### config.mk
export PLATFORM = sky130hd
export DESIGN_NAME = multicycle_control
export DESIGN_NICKNAME = d
export VERILOG_FILES = /design/src/rtl/mips_pkg.sv /design/src/rtl/alu_decoder.sv /design/src/rtl/multicycle_control.sv
export SDC_FILE = /design/constraint.sdc
export NUM_CORES = 1
export LEC_CHECK = 0
export CAP_MARGIN = 25
export CORE_MARGIN = 2
export CORE_UTILIZATION = 36
export CTS_CLUSTER_DIAMETER = 200
export DETAILED_ROUTE_END_ITERATION = 10
export PLACE_DENSITY_LB_ADDON = 0.15
export SLEW_MARGIN = 5
export SYNTH_ARGS = -nofsm -noshare
export SYNTH_HDL_FRONTEND = slang
export SYNTH_SLANG_ARGS = --single-unit
### constraint.sdc
create_clock -name clk -period 1.95 [get_ports clk]
set_clock_uncertainty 0.2 [all_clocks]
set_input_delay 0.195 -clock clk [delete_from_list [all_inputs] [get_ports clk]]
set_output_delay 0.195 -clock clk [all_outputs]
set_load 0.005 [all_outputs]
### src/rtl/mips_pkg.sv
// Shared encodings for the multicycle MIPS controller: opcodes, Funct codes,
// FSM states, ALUOp selectors and ALU operation codes.
package mips_pkg;

  localparam logic [5:0] OP_LW    = 6'b100011;
  localparam logic [5:0] OP_SW    = 6'b101011;
  localparam logic [5:0] OP_RTYPE = 6'b000000;
  localparam logic [5:0] OP_BEQ   = 6'b000100;
  localparam logic [5:0] OP_ADDI  = 6'b001000;
  localparam logic [5:0] OP_J     = 6'b000010;

  localparam logic [5:0] FN_ADD = 6'b100000;
  localparam logic [5:0] FN_SUB = 6'b100010;
  localparam logic [5:0] FN_AND = 6'b100100;
  localparam logic [5:0] FN_OR  = 6'b100101;
  localparam logic [5:0] FN_SLT = 6'b101010;
  localparam logic [5:0] FN_NOR = 6'b100111;

  localparam logic [2:0] ALU_AND = 3'b000;
  localparam logic [2:0] ALU_OR  = 3'b001;
  localparam logic [2:0] ALU_ADD = 3'b010;
  localparam logic [2:0] ALU_ILL = 3'b011;
  localparam logic [2:0] ALU_NOR = 3'b100;
  localparam logic [2:0] ALU_SUB = 3'b110;
  localparam logic [2:0] ALU_SLT = 3'b111;

  typedef enum logic [1:0] {
    ALUOP_ADD   = 2'b00,
    ALUOP_SUB   = 2'b01,
    ALUOP_FUNCT = 2'b10
  } aluop_t;

  typedef enum logic [3:0] {
    S_FETCH    = 4'd0,
    S_DECODE   = 4'd1,
    S_MEMADR   = 4'd2,
    S_MEMREAD  = 4'd3,
    S_MEMWB    = 4'd4,
    S_MEMWRITE = 4'd5,
    S_EXECUTE  = 4'd6,
    S_ALUWB    = 4'd7,
    S_BRANCH   = 4'd8,
    S_ADDIEX   = 4'd9,
    S_ADDIWB   = 4'd10,
    S_JUMP     = 4'd11
  } state_t;

endpackage

### src/rtl/alu_decoder.sv
// Maps ALUOp and Funct to the ALU operation code; unknown Funct under
// ALUOP_FUNCT yields ALU_ILL and raises o_funct_illegal.
module alu_decoder
  import mips_pkg::*;
(
  input  aluop_t      i_alu_op,
  input  logic [5:0]  i_funct,
  output logic [2:0]  o_alu_control,
  output logic        o_funct_illegal
);

  always_comb begin
    o_alu_control   = ALU_ADD;
    o_funct_illegal = 1'b0;
    case (i_alu_op)
      ALUOP_ADD: o_alu_control = ALU_ADD;
      ALUOP_SUB: o_alu_control = ALU_SUB;
      ALUOP_FUNCT: begin
        case (i_funct)
          FN_ADD:  o_alu_control = ALU_ADD;
          FN_SUB:  o_alu_control = ALU_SUB;
          FN_AND:  o_alu_control = ALU_AND;
          FN_OR:   o_alu_control = ALU_OR;
          FN_SLT:  o_alu_control = ALU_SLT;
          FN_NOR:  o_alu_control = ALU_NOR;
          default: begin
            o_alu_control   = ALU_ILL;
            o_funct_illegal = 1'b1;
          end
        endcase
      end
      default: o_alu_control = ALU_ILL;
    endcase
  end

endmodule

### src/rtl/multicycle_control.sv
// Moore FSM sequencing the multicycle MIPS datapath (lw, sw, R-type, beq,
// addi, j) with illegal-opcode / illegal-Funct reporting.
module multicycle_control
  import mips_pkg::*;
(
  input  logic       clk,
  input  logic       reset,
  input  logic [5:0] Op,
  input  logic [5:0] Funct,
  input  logic       Zero,
  output logic       IorD,
  output logic       MemWrite,
  output logic       IRWrite,
  output logic       RegDst,
  output logic       MemtoReg,
  output logic       RegWrite,
  output logic       ALUSrcA,
  output logic       PCEn,
  output logic       IllegalOp,
  output logic [1:0] ALUSrcB,
  output logic [1:0] PCSrc,
  output logic [2:0] ALUControl,
  output logic [3:0] StateDbg
);

  state_t     r_state;
  state_t     w_next;
  state_t     w_cur;
  logic       r_funct_ill;
  aluop_t     w_alu_op;
  logic       w_alu_en;
  logic [2:0] w_dec_ctrl;
  logic       w_funct_ill;
  logic       w_pcwrite;
  logic       w_branch;

  alu_decoder u_alu_decoder (
    .i_alu_op        (w_alu_op),
    .i_funct         (Funct),
    .o_alu_control   (w_dec_ctrl),
    .o_funct_illegal (w_funct_ill)
  );

  always_ff @(posedge clk) begin
    if (reset) begin
      r_state     <= S_FETCH;
      r_funct_ill <= 1'b0;
    end else begin
      r_state <= w_next;
      if (r_state == S_EXECUTE) r_funct_ill <= w_funct_ill;
    end
  end

  // Outputs during reset follow FETCH; the side-effecting strobes are masked below.
  assign w_cur    = reset ? S_FETCH : r_state;
  assign StateDbg = r_state;

  always_comb begin
    w_alu_op = ALUOP_ADD;
    w_alu_en = 1'b0;
    case (w_cur)
      S_FETCH, S_DECODE, S_MEMADR, S_ADDIEX: w_alu_en = 1'b1;
      S_EXECUTE: begin
        w_alu_op = ALUOP_FUNCT;
        w_alu_en = 1'b1;
      end
      S_BRANCH: begin
        w_alu_op = ALUOP_SUB;
        w_alu_en = 1'b1;
      end
      default: w_alu_en = 1'b0;
    endcase
  end

  always_comb begin
    w_next    = S_FETCH;
    IorD      = 1'b0;
    MemWrite  = 1'b0;
    IRWrite   = 1'b0;
    RegDst    = 1'b0;
    MemtoReg  = 1'b0;
    RegWrite  = 1'b0;
    ALUSrcA   = 1'b0;
    IllegalOp = 1'b0;
    ALUSrcB   = 2'b00;
    PCSrc     = 2'b00;
    w_pcwrite = 1'b0;
    w_branch  = 1'b0;
    case (w_cur)
      S_FETCH: begin
        ALUSrcB   = 2'b01;
        IRWrite   = 1'b1;
        w_pcwrite = 1'b1;
        w_next    = S_DECODE;
      end
      S_DECODE: begin
        ALUSrcB = 2'b11;
        case (Op)
          OP_LW, OP_SW: w_next = S_MEMADR;
          OP_RTYPE:     w_next = S_EXECUTE;
          OP_BEQ:       w_next = S_BRANCH;
          OP_ADDI:      w_next = S_ADDIEX;
          OP_J:         w_next = S_JUMP;
          default:      IllegalOp = 1'b1;
        endcase
      end
      S_MEMADR: begin
        ALUSrcA = 1'b1;
        ALUSrcB = 2'b10;
        w_next  = (Op == OP_LW) ? S_MEMREAD : S_MEMWRITE;
      end
      S_MEMREAD: begin
        IorD   = 1'b1;
        w_next = S_MEMWB;
      end
      S_MEMWB: begin
        MemtoReg = 1'b1;
        RegWrite = 1'b1;
      end
      S_MEMWRITE: begin
        IorD     = 1'b1;
        MemWrite = 1'b1;
      end
      S_EXECUTE: begin
        ALUSrcA   = 1'b1;
        IllegalOp = w_funct_ill;
        w_next    = S_ALUWB;
      end
      S_ALUWB: begin
        RegDst   = 1'b1;
        RegWrite = ~r_funct_ill;
      end
      S_BRANCH: begin
        ALUSrcA  = 1'b1;
        PCSrc    = 2'b01;
        w_branch = 1'b1;
      end
      S_ADDIEX: begin
        ALUSrcA = 1'b1;
        ALUSrcB = 2'b10;
        w_next  = S_ADDIWB;
      end
      S_ADDIWB: RegWrite = 1'b1;
      S_JUMP: begin
        PCSrc     = 2'b10;
        w_pcwrite = 1'b1;
      end
      default: w_next = S_FETCH;
    endcase

    ALUControl = w_alu_en ? w_dec_ctrl : 3'b000;
    PCEn       = w_pcwrite | (w_branch & Zero);

    if (reset) begin
      PCEn      = 1'b0;
      IRWrite   = 1'b0;
      MemWrite  = 1'b0;
      RegWrite  = 1'b0;
      IllegalOp = 1'b0;
    end
  end

endmodule
# Yosys cells after proc, flatten, opt, wreduce, memory -nomap -nowiden
# Index checks and enable logic that the tools add are counted.
totals:
  wordCells: 71
  inputBits: 15
  output_inout_bits: 20
  register_bits: 5
classes:
  reduce_logical: 12
  n_bitwise: 3
  eq_ne: 25
  muxes: 29
ops:
  columns: ["operator", "n"]
  rows:
  - ["$eq 6x6->1 const B", 8]
  - ["$pmux 4 s6", 1]
  - ["$eq 4x3->1 const B", 5]
  - ["$pmux 4 s5", 1]
  - ["$pmux 3 s6", 1]
  - ["$reduce_or 6->1", 3]
  - ["$mux 1", 17]
  - ["$eq 4x4->1 const B", 4]
  - ["$reduce_or 2->1", 5]
  - ["$pmux 3 s3", 1]
  - ["$eq 4x2->1 const B", 2]
  - ["$pmux 2 s2", 2]
  - ["$eq 6x2->1 const B", 1]
  - ["$eq 6x3->1 const B", 1]
  - ["$eq 6x4->1 const B", 1]
  - ["$logic_not 6->1", 1]
  - ["$mux 3", 2]
  - ["$pmux 2 s3", 1]
  - ["$eq 4x1->1 const B", 1]
  - ["$logic_not 4->1", 1]
  - ["$mux 4", 1]
  - ["$pmux 1 s2", 2]
  - ["$reduce_or 4->1", 1]
  - ["$eq 2x1->1 const B", 1]
  - ["5 further kinds", 5]

# Logic depth before layout (Yosys ltp)
# Gate-level depths: netlist of the first run.
logic_depth:
  word_depth: 7
  ltp_mapped: 5
  mapped_depth_nobuf: 4

# Modules after synthesis
# From an unflattened synthesis of the first run, not the netlist that was laid out.
unflattened:
  hier_cells: 98
  area_unflattened_um2: 683.2
modules_own_cells:
  columns: ["mod", "area_each_um2", "n_inst", "seq_area_each_um2", "cells_each"]
  rows:
  - ["multicycle_control", 565.5, 1, 100.1, 79]
  - ["alu_decoder", 117.6, 1, 0.0, 19]

# Worst setup path before layout of the first run
# No wires, ideal clock.
synth_timing:
  kind: "register to output"
  from: "reg r_state[2] (netlist: StateDbg[2])"
  to: "out ALUControl[1]"
  arrival_ns: 1.297
  path_stages_with_launch: 5
  n_path_buf: 0
  slack_ns: 0.258
  t_required_ns: 1.555
  cell_sequence: "dfxtp_1 -> or3b_2 -> nor2_1 -> o41ai_1 -> o32a_1"
synth_via:
  elab_chain_len: 6
  elab_cells_between_ends: 15
  cone_classes: "7 x eq/ne; 5 x mux; 3 x reduce/logical"
synth_lines:
  columns: ["element", "line", "source"]
  rows:
  - ["from (decl)", "multicycle_control.sv:26", "state_t r_state;"]
  - ["from (signal assigned)", "multicycle_control.sv:49", "r_state <= w_next;"]
  - ["$mux 4 (*)", "multicycle_control.sv:55", "assign w_cur = reset ? S_FETCH : r_state;"]
  - ["$eq 4x4->1 or $eq 4x3->1 (tied branches)", "multicycle_control.sv:61", "case (w_cur)"]
  - ["$pmux 2 s2", "multicycle_control.sv:61", null]
  - ["$eq 2x2->1 (tied with other cells)", "alu_decoder.sv:15", "case (i_alu_op)"]
  - ["$pmux 3 s3", "alu_decoder.sv:15", null]
  - ["$mux 3 (*)", "multicycle_control.sv:151", "ALUControl = w_alu_en ? w_dec_ctrl : 3'b000;"]
  - ["to (decl)", "multicycle_control.sv:22", "output logic [2:0] ALUControl,"]
# Every way passes the cells marked *; elsewhere a longest branch is shown, timed or not.

# Worst setup path in the final report of the first run
layout_timing:
  from: "in Funct[3]"
  to: "out IllegalOp"
layout_via:
  elab_chain_len: 6
  elab_cells_between_ends: 11
  cone_classes: "6 x eq/ne; 4 x mux; 1 x reduce/logical"
layout_lines:
  columns: ["element", "line", "source"]
  rows:
  - ["from (decl)", "multicycle_control.sv:9", "input logic [5:0] Funct,"]
  - ["$eq 6x6->1", "alu_decoder.sv:19", "case (i_funct)"]
  - ["$reduce_or 6->1 (no source line) (*)", null, null]
  - ["$mux 1 (*)", "alu_decoder.sv:19", null]
  - ["$mux 1 (*)", "alu_decoder.sv:15", null]
  - ["$pmux 1 s2 (*)", "multicycle_control.sv:89", "case (w_cur)"]
  - ["$mux 1 (*)", "multicycle_control.sv:154", "if (reset) begin"]
  - ["to (decl)", "multicycle_control.sv:19", "output logic IllegalOp,"]
# Marked as above.

==> impl_results.md, run 1 <==
* Status: complete, but fails checks
* Failing checks: setup timing
* Endpoints failing setup at 2
* Max-slew violations at 0
* PortBufs at 34
* Cell Area, Synth at just under 600 um^2
* Seq/Total Area, Yosys at 0.170
* Pre-CTS WS at -555 ps
* Share of post-route cells with drive strength above 1 at 0.458
* Gr ovfl total at 0
* Routed vias/inst at between 5 and 6
* Root buf cell: clkbuf_4
* WS Path Type: input port to primary output
* Area Overhead vs Synth at 118%
* Arrival time at the worst endpoint at approximately 1600 ps
* PwrDens at 313 nW/um^2
* CTS tree: built
* RSZ-0062 raised after global routing: true
* Worst skew pair latency at between 200 and 300 ps
* Fin crit share at 1.03
* Vias at 980
* Final Hold Viols at 0
* Full die area at just under 2000 um^2
* Yosys top cell by area: dfxtp_1
* Clock tree buffer depth at 2
* Util after Layout at 0.845
* Num CTS Buffers at 3
* RePlAce Congestion at ~0.85
* Max FO, Critical Path at 3
* DRT Pass-1 Iters at 4
* Chip width at approximately 44 um
* Initial core utilization at 0.387
* DR iter-0 viols at 37
* Crit end category: primary output
* First-pass GRT wire length at around 3.7 mm
* VDD IR max at around 0.34 mV
* Avg Cell Area, Syn at 6.93 um^2
* Worst setup margin at -58.9 ps
* Post-DP HPWL at between 1.5 and 2 mm
* Cell Rows at 14
* Initial antenna violation count at 0
* H-Tree Depth at 1
* Worst-path clk slew at roughly 60 ps
* Final #Nets at 169
* DRC Markers at 0
* Leak Pwr at around 0.6 nW
* Final WL at approximately 2.8 mm
* Startpoint Class: input port
* Mapped Nets at 100
* Crit path cell chain: dlygate4sd2_1, nor2b_2, or3b_4, a21o_1, a22o_1, clkdlybuf4s15_2
* Ant. Diodes at 0
* HP Class: input port to register
* MaxCap Viol Count at 0
* Post-route ant nets at 0
* Largest stage delay, worst path at around 380 ps
* Clock Sinks at 5
* Largest net degree at the start of global routing at 12
* IO Pins at 35
* Post-synth cell types at 36
* Yosys reg bits at 5
* Cells after Synth at 85
* Gr usage total at 0.249
* Post-DR wirelength/cell at ~17 um
* Post-synth top area share at 0.170
* FMAX at about 0.50 GHz
* Worst hold slack at between 200 and 250 ps
* Fin crit period at 2010 ps
* Slew @ Worst Pin at between 300 and 400 ps
* Max_slew headroom at 0.758
* Die Y at around 44 um
* Ys Warns at 0
* Core area at approximately 1500 um^2
* Critical Path RT at 1550 ps
* Slowest CP cell: or3b_4
* Vias in the first global route at roughly 870
* Leading post-synthesis cells by cell area: dfxtp_1 17%, nor2_1 7.0%, o21ai_0 5.9%
-- per-stage QoR --
step                      power (mW)  cells  instance area, um^2  setup TNS, ps
after detailed placement       0.254    156                 1120          -4100
after CTS                      0.386    168                 1240           -450
after floorplan                0.159     85                  589              0
after global routing           0.425    169                 1290           -185
after global placement         0.251    156                 1120          -3880
final                          0.403    169                 1290           -108
-- layout by cell type (no fill, tap or decap), types with 2 or more instances in the layout --
cell              n
a221oi_1          3
dfxtp_1           2
or3b_4            2
xnor2_1           2
nor3_1            4
dlymetal6s2s_1    6
nor2_2            4
a21o_1            3
clkbuf_4          3
clkdlybuf4s50_1   9
clkbuf_2          2
buf_2             5
nor4_1            2
buf_4            29
nand2b_4          2
dlygate4sd2_1    12
or4_4             2
o21ai_0           6
nor2_1            6
a21oi_1           4
buf_6             5
nand2b_1          2
nand2_1           3
dfxtp_2           3
nand3_1           2
inv_1             3
nor2b_2           2
or3_1             2
-- cell type report --
cell class | instances | area (um^2)
clock buffers | 3 | 22.5
clock inverters | 1 | 5.00
fillers | 92 | 236
inverters | 3 | 11.3
multi-input cells | 72 | 534
flip-flops and latches | 5 | 104
well taps | 16 | 20.0
repair buffers | 69 | 591
-- per-layer routing --
layer | wire length (um) | GRT usage
met4 | 39 | 0.0970
met2 | 1510 | 0.423
met5 | 0 | 0
met3 | 180 | 0.0653
met1 | 1120 | 0.296
-- cells in the mapped netlist --
library cell / instances
a221oi_1: 3
a221oi_2: 1
or3_1: 2
o21ai_0: 7
inv_1: 3
a21oi_1: 4
dfxtp_1: 5
or4_4: 1
o41a_1: 1
nand3b_1: 1
o211ai_1: 1
nand2_1: 4
nor2_1: 11
nand2b_1: 4
o41ai_1: 1
o32a_1: 1
or3b_2: 2
nor3b_1: 1
nand3_1: 2
a22o_1: 1
nand4b_1: 1
a311oi_1: 1
nor3_1: 5
nor4_1: 2
a211oi_1: 2
buf_2: 3
or4_1: 1
clkbuf_1: 2
a21o_1: 3
xor2_1: 1
and3_1: 1
a21boi_0: 1
or2_2: 1
and2_1: 1
xnor2_1: 2
nor2b_1: 2
-- where the power goes --
part	internal [mW]	switching, mW	total (mW)
combinational	0.0929	0.0723	0.165
sequential	0.105	0.00411	0.109
clock	0.0749	0.0537	0.129
-- worst max-delay path: cells and delay by family --
kind                   cells  cell delay, ps
buffers and inverters      2             470
and+or+nand+nor            2             550
AOI/OAI and AO/OA          2             400
-- cells by family after synthesis --
logic type	count (synthesis)	share of synthesized area
flip-flops	5	0.170
AND/OR/NAND/NOR	42	0.395
buffers and inverters	8	0.0573
XOR/XNOR	3	0.0446
AO/OA/AOI/OAI	27	0.333
-- what timing repair did --
item,4_1_cts,5_1_grt
hold buffers,0,0
gates resized for setup,50,23
endpoints found under the setup margin,15,10
buffers inserted,7,1
gates cloned,1,0
pin swaps,6,8
-- path summary, 6_finish.rpt --
path | slack (ps) | depth (start not counted) | to | start
worst max register to register | 90 | 7 | StateDbg[1]$_SDFF_PP0_ | StateDbg[2]$_SDFF_PP0_
worst min register to register | 330 | 2 | r_funct_ill$_SDFFE_PP0N_ | r_funct_ill$_SDFFE_PP0N_
worst min-delay path | 240 | 4 | StateDbg[1]$_SDFF_PP0_ | Op[3]
worst max-delay path | -60 | 6 | IllegalOp | Funct[3]
-- state kept, by name (all words and copies together), names as in the netlist --
signal and count:
StateDbg 4, r_funct_ill 1
Power figures use the tool's default switching activity.
==> inputs of run 2 (changes only) <==
--- a/config.mk
+++ b/config.mk
@@ -6,7 +6,7 @@
 export NUM_CORES = 1
 export LEC_CHECK = 0
 export CAP_MARGIN = 25
-export CORE_MARGIN = 2
+export CORE_ASPECT_RATIO = 1.25
 export CORE_UTILIZATION = 36
 export CTS_CLUSTER_DIAMETER = 200
 export DETAILED_ROUTE_END_ITERATION = 10
==> impl_results.md, run 2 (same netlist as run 1, synthesis figures left out) <==
* Chip width at 38.2 um
* Worst skew pair latency at around 270 ps
* Initial core utilization at 0.408
* Arrival time at the worst endpoint at 1580 ps
* Net Switching at between 0.1 and 0.15 mW
* Root buf cell: clkbuf_4
* Routed vias/inst at between 6 and 7
* Post-route ant nets at 0
* Vias at between 1000 and 1500
* Gr usage total at 0.335
* Tot Pwr at between 0.4 and 0.5 mW
* CTS tree: built
* Worst-path clk slew at 60 ps
* Endpoints failing setup at 3
* Worst setup margin at -27.5 ps
* Largest net degree at the start of global routing at 13
* Post-DP HPWL at around 1.7 mm
* Critical Path RT at approximately 1600 ps
* Fin crit period at around 2000 ps
* Setup TNS at -64.9 ps
* Post-DR wirelength/cell at around 17 um
* FMAX at 0.506 GHz
* Final WL at approximately 2.9 mm
* Clock Sinks at 5
* DRC Markers at 0
* Most frequent cells in the layout: 26 x buf_4, 17 x dlygate4sd2_1, 9 x clkdlybuf4s50_1
* Largest register FFs at 4
* Commonest non-fill, non-tap cell in the layout: buf_4
* Max-slew violations at 0
* PwrDens at approximately 320 nW/um^2
* Area Overhead vs Synth at 113%
* Buf+Inv Stages, Crit Path at 2
* Internal cell power at ~0.27 mW
* Family with the most delay on the worst path: simple AND/OR/NAND/NOR gates
* Max FO, Critical Path at 3
* Vias in the first global route at 922
* H-Tree Depth at 1
* Failing checks: setup timing
* Final Hold Viols at 0
* Clock share of power at 0.334
* Pre-CTS WS at -574 ps
* Ant. Diodes at 0
* Full die area at roughly 1800 um^2
* Crit path cell chain: or3b_4, nor2_4, buf_6, o41ai_2, o32a_1, buf_2
* Switch share at 0.335
* IO Pins at 35
* Initial antenna violation count at 0
* DR iter-0 viols at 39
* Gr ovfl total at 0
* WS Path Type: register to primary output
* Share of post-route cells with drive strength above 1 at 0.420
* Worst hold slack at roughly 240 ps
* Final #Nets at 166
* RePlAce Congestion at 0.804
* Cell Rows at 15
* Slew @ Worst Pin at ~330 ps
* PortBufs at 34
* Logic pwr share at 0.400
* Reg2Reg Setup Slack at about 230 ps
* Max_slew headroom at 0.777
* Startpoint Class: register
* RSZ-0062 raised after global routing: true
* Slowest CP cell: or3b_4
* Largest stage delay, worst path at ~400 ps
* Status: complete, but fails checks
* Reg power frac at 0.266
* First-pass GRT wire length at 4.06 mm
* Leak Pwr at between 0.5 and 0.6 nW
* Fin crit share at 1.01
* Hold Buf Count CTS at 0
* DRT Pass-1 Iters at 4
* Clock tree buffer depth at 2
* Die Y at around 47 um
* Num CTS Buffers at 3
* HP Class: input port to register
* Core area at approximately 1400 um^2
* Crit end category: primary output
* VDD IR max at approximately 0.34 mV
* MaxCap Viol Count at 0
-- run 2: cell count changes in the layout (fill, tap and decap cells not counted), moves of 2 or more --
cell             change
buf_2                -2
buf_4                -3
clkdlybuf4s15_1      +2
dlygate4sd2_1        +5
dlymetal6s2s_1       -5
nor2_2               -2
-- run 2: worst register-to-register path: stages (launching register included) --
cell	delay, ps
dfxtp_2	330
buf_6	150
nor2_4	80
nand2_1	90
buf_4	160
or3_1	370
a221oi_2	250
-- run 2: repair_timing --
item	in CTS	in global routing
gates resized for setup	55	14
buffers inserted	6	0
pin swaps	10	3
setup endpoints to repair	15	10
cloned	0	0
-- run 2: area by class of cell --
type / instances / area (um^2)
Inverter: 3 / 11.3
Fill cell: 83 / 191
Sequential cell: 5 / 108
Multi-Input combinational cell: 72 / 527
Timing Repair Buffer: 66 / 559
Tap cell: 17 / 21.3
Clock buffer: 3 / 22.5
Clock inverter: 1 / 5.00
-- run 2: power groups by stage --
stage               logic [mW]  registers (mW)  clock network (mW)
finish                   0.162           0.108               0.135
global placement         0.145           0.110                   0
CTS                      0.152           0.108               0.137
global route             0.171           0.108               0.146
detailed placement       0.149           0.110                   0
floorplan               0.0493           0.110                   0
-- run 2: worst paths after layout --
path / from / to / depth (start not counted)
worst max-delay path: StateDbg[2]$_SDFF_PP0_ / ALUControl[1] / 6
worst min-delay path: Op[1] / StateDbg[2]$_SDFF_PP0_ / 5
worst max register to register: StateDbg[2]$_SDFF_PP0_ / StateDbg[1]$_SDFF_PP0_ / 6
worst min register to register: r_funct_ill$_SDFFE_PP0N_ / r_funct_ill$_SDFFE_PP0N_ / 2
-- run 2: per-layer routing --
| metal | wire length (um) | track usage | share of wire | vias to the layer above |
|---|---|---|---|---|
| met5 | 0 | 0 | 0 | - |
| met2 | 1460 | 0.610 | 0.50 | 67 |
| met4 | 112 | 0.157 | 0.039 | 0 |
| met3 | 210 | 0.109 | 0.073 | 17 |
| li1 | - | - | - | 452 |
| met1 | 1120 | 0.340 | 0.39 | 500 |
-- run 2: metrics by stage --
stage / area (um^2) / std cells / util
finish: 1250 / 167 / 0.868
global route: 1250 / 167 / 0.868
CTS: 1230 / 167 / 0.850
detailed placement: 1120 / 157 / 0.777
global placement: 1120 / 157 / 0.777
floorplan: 589 / 85 / -
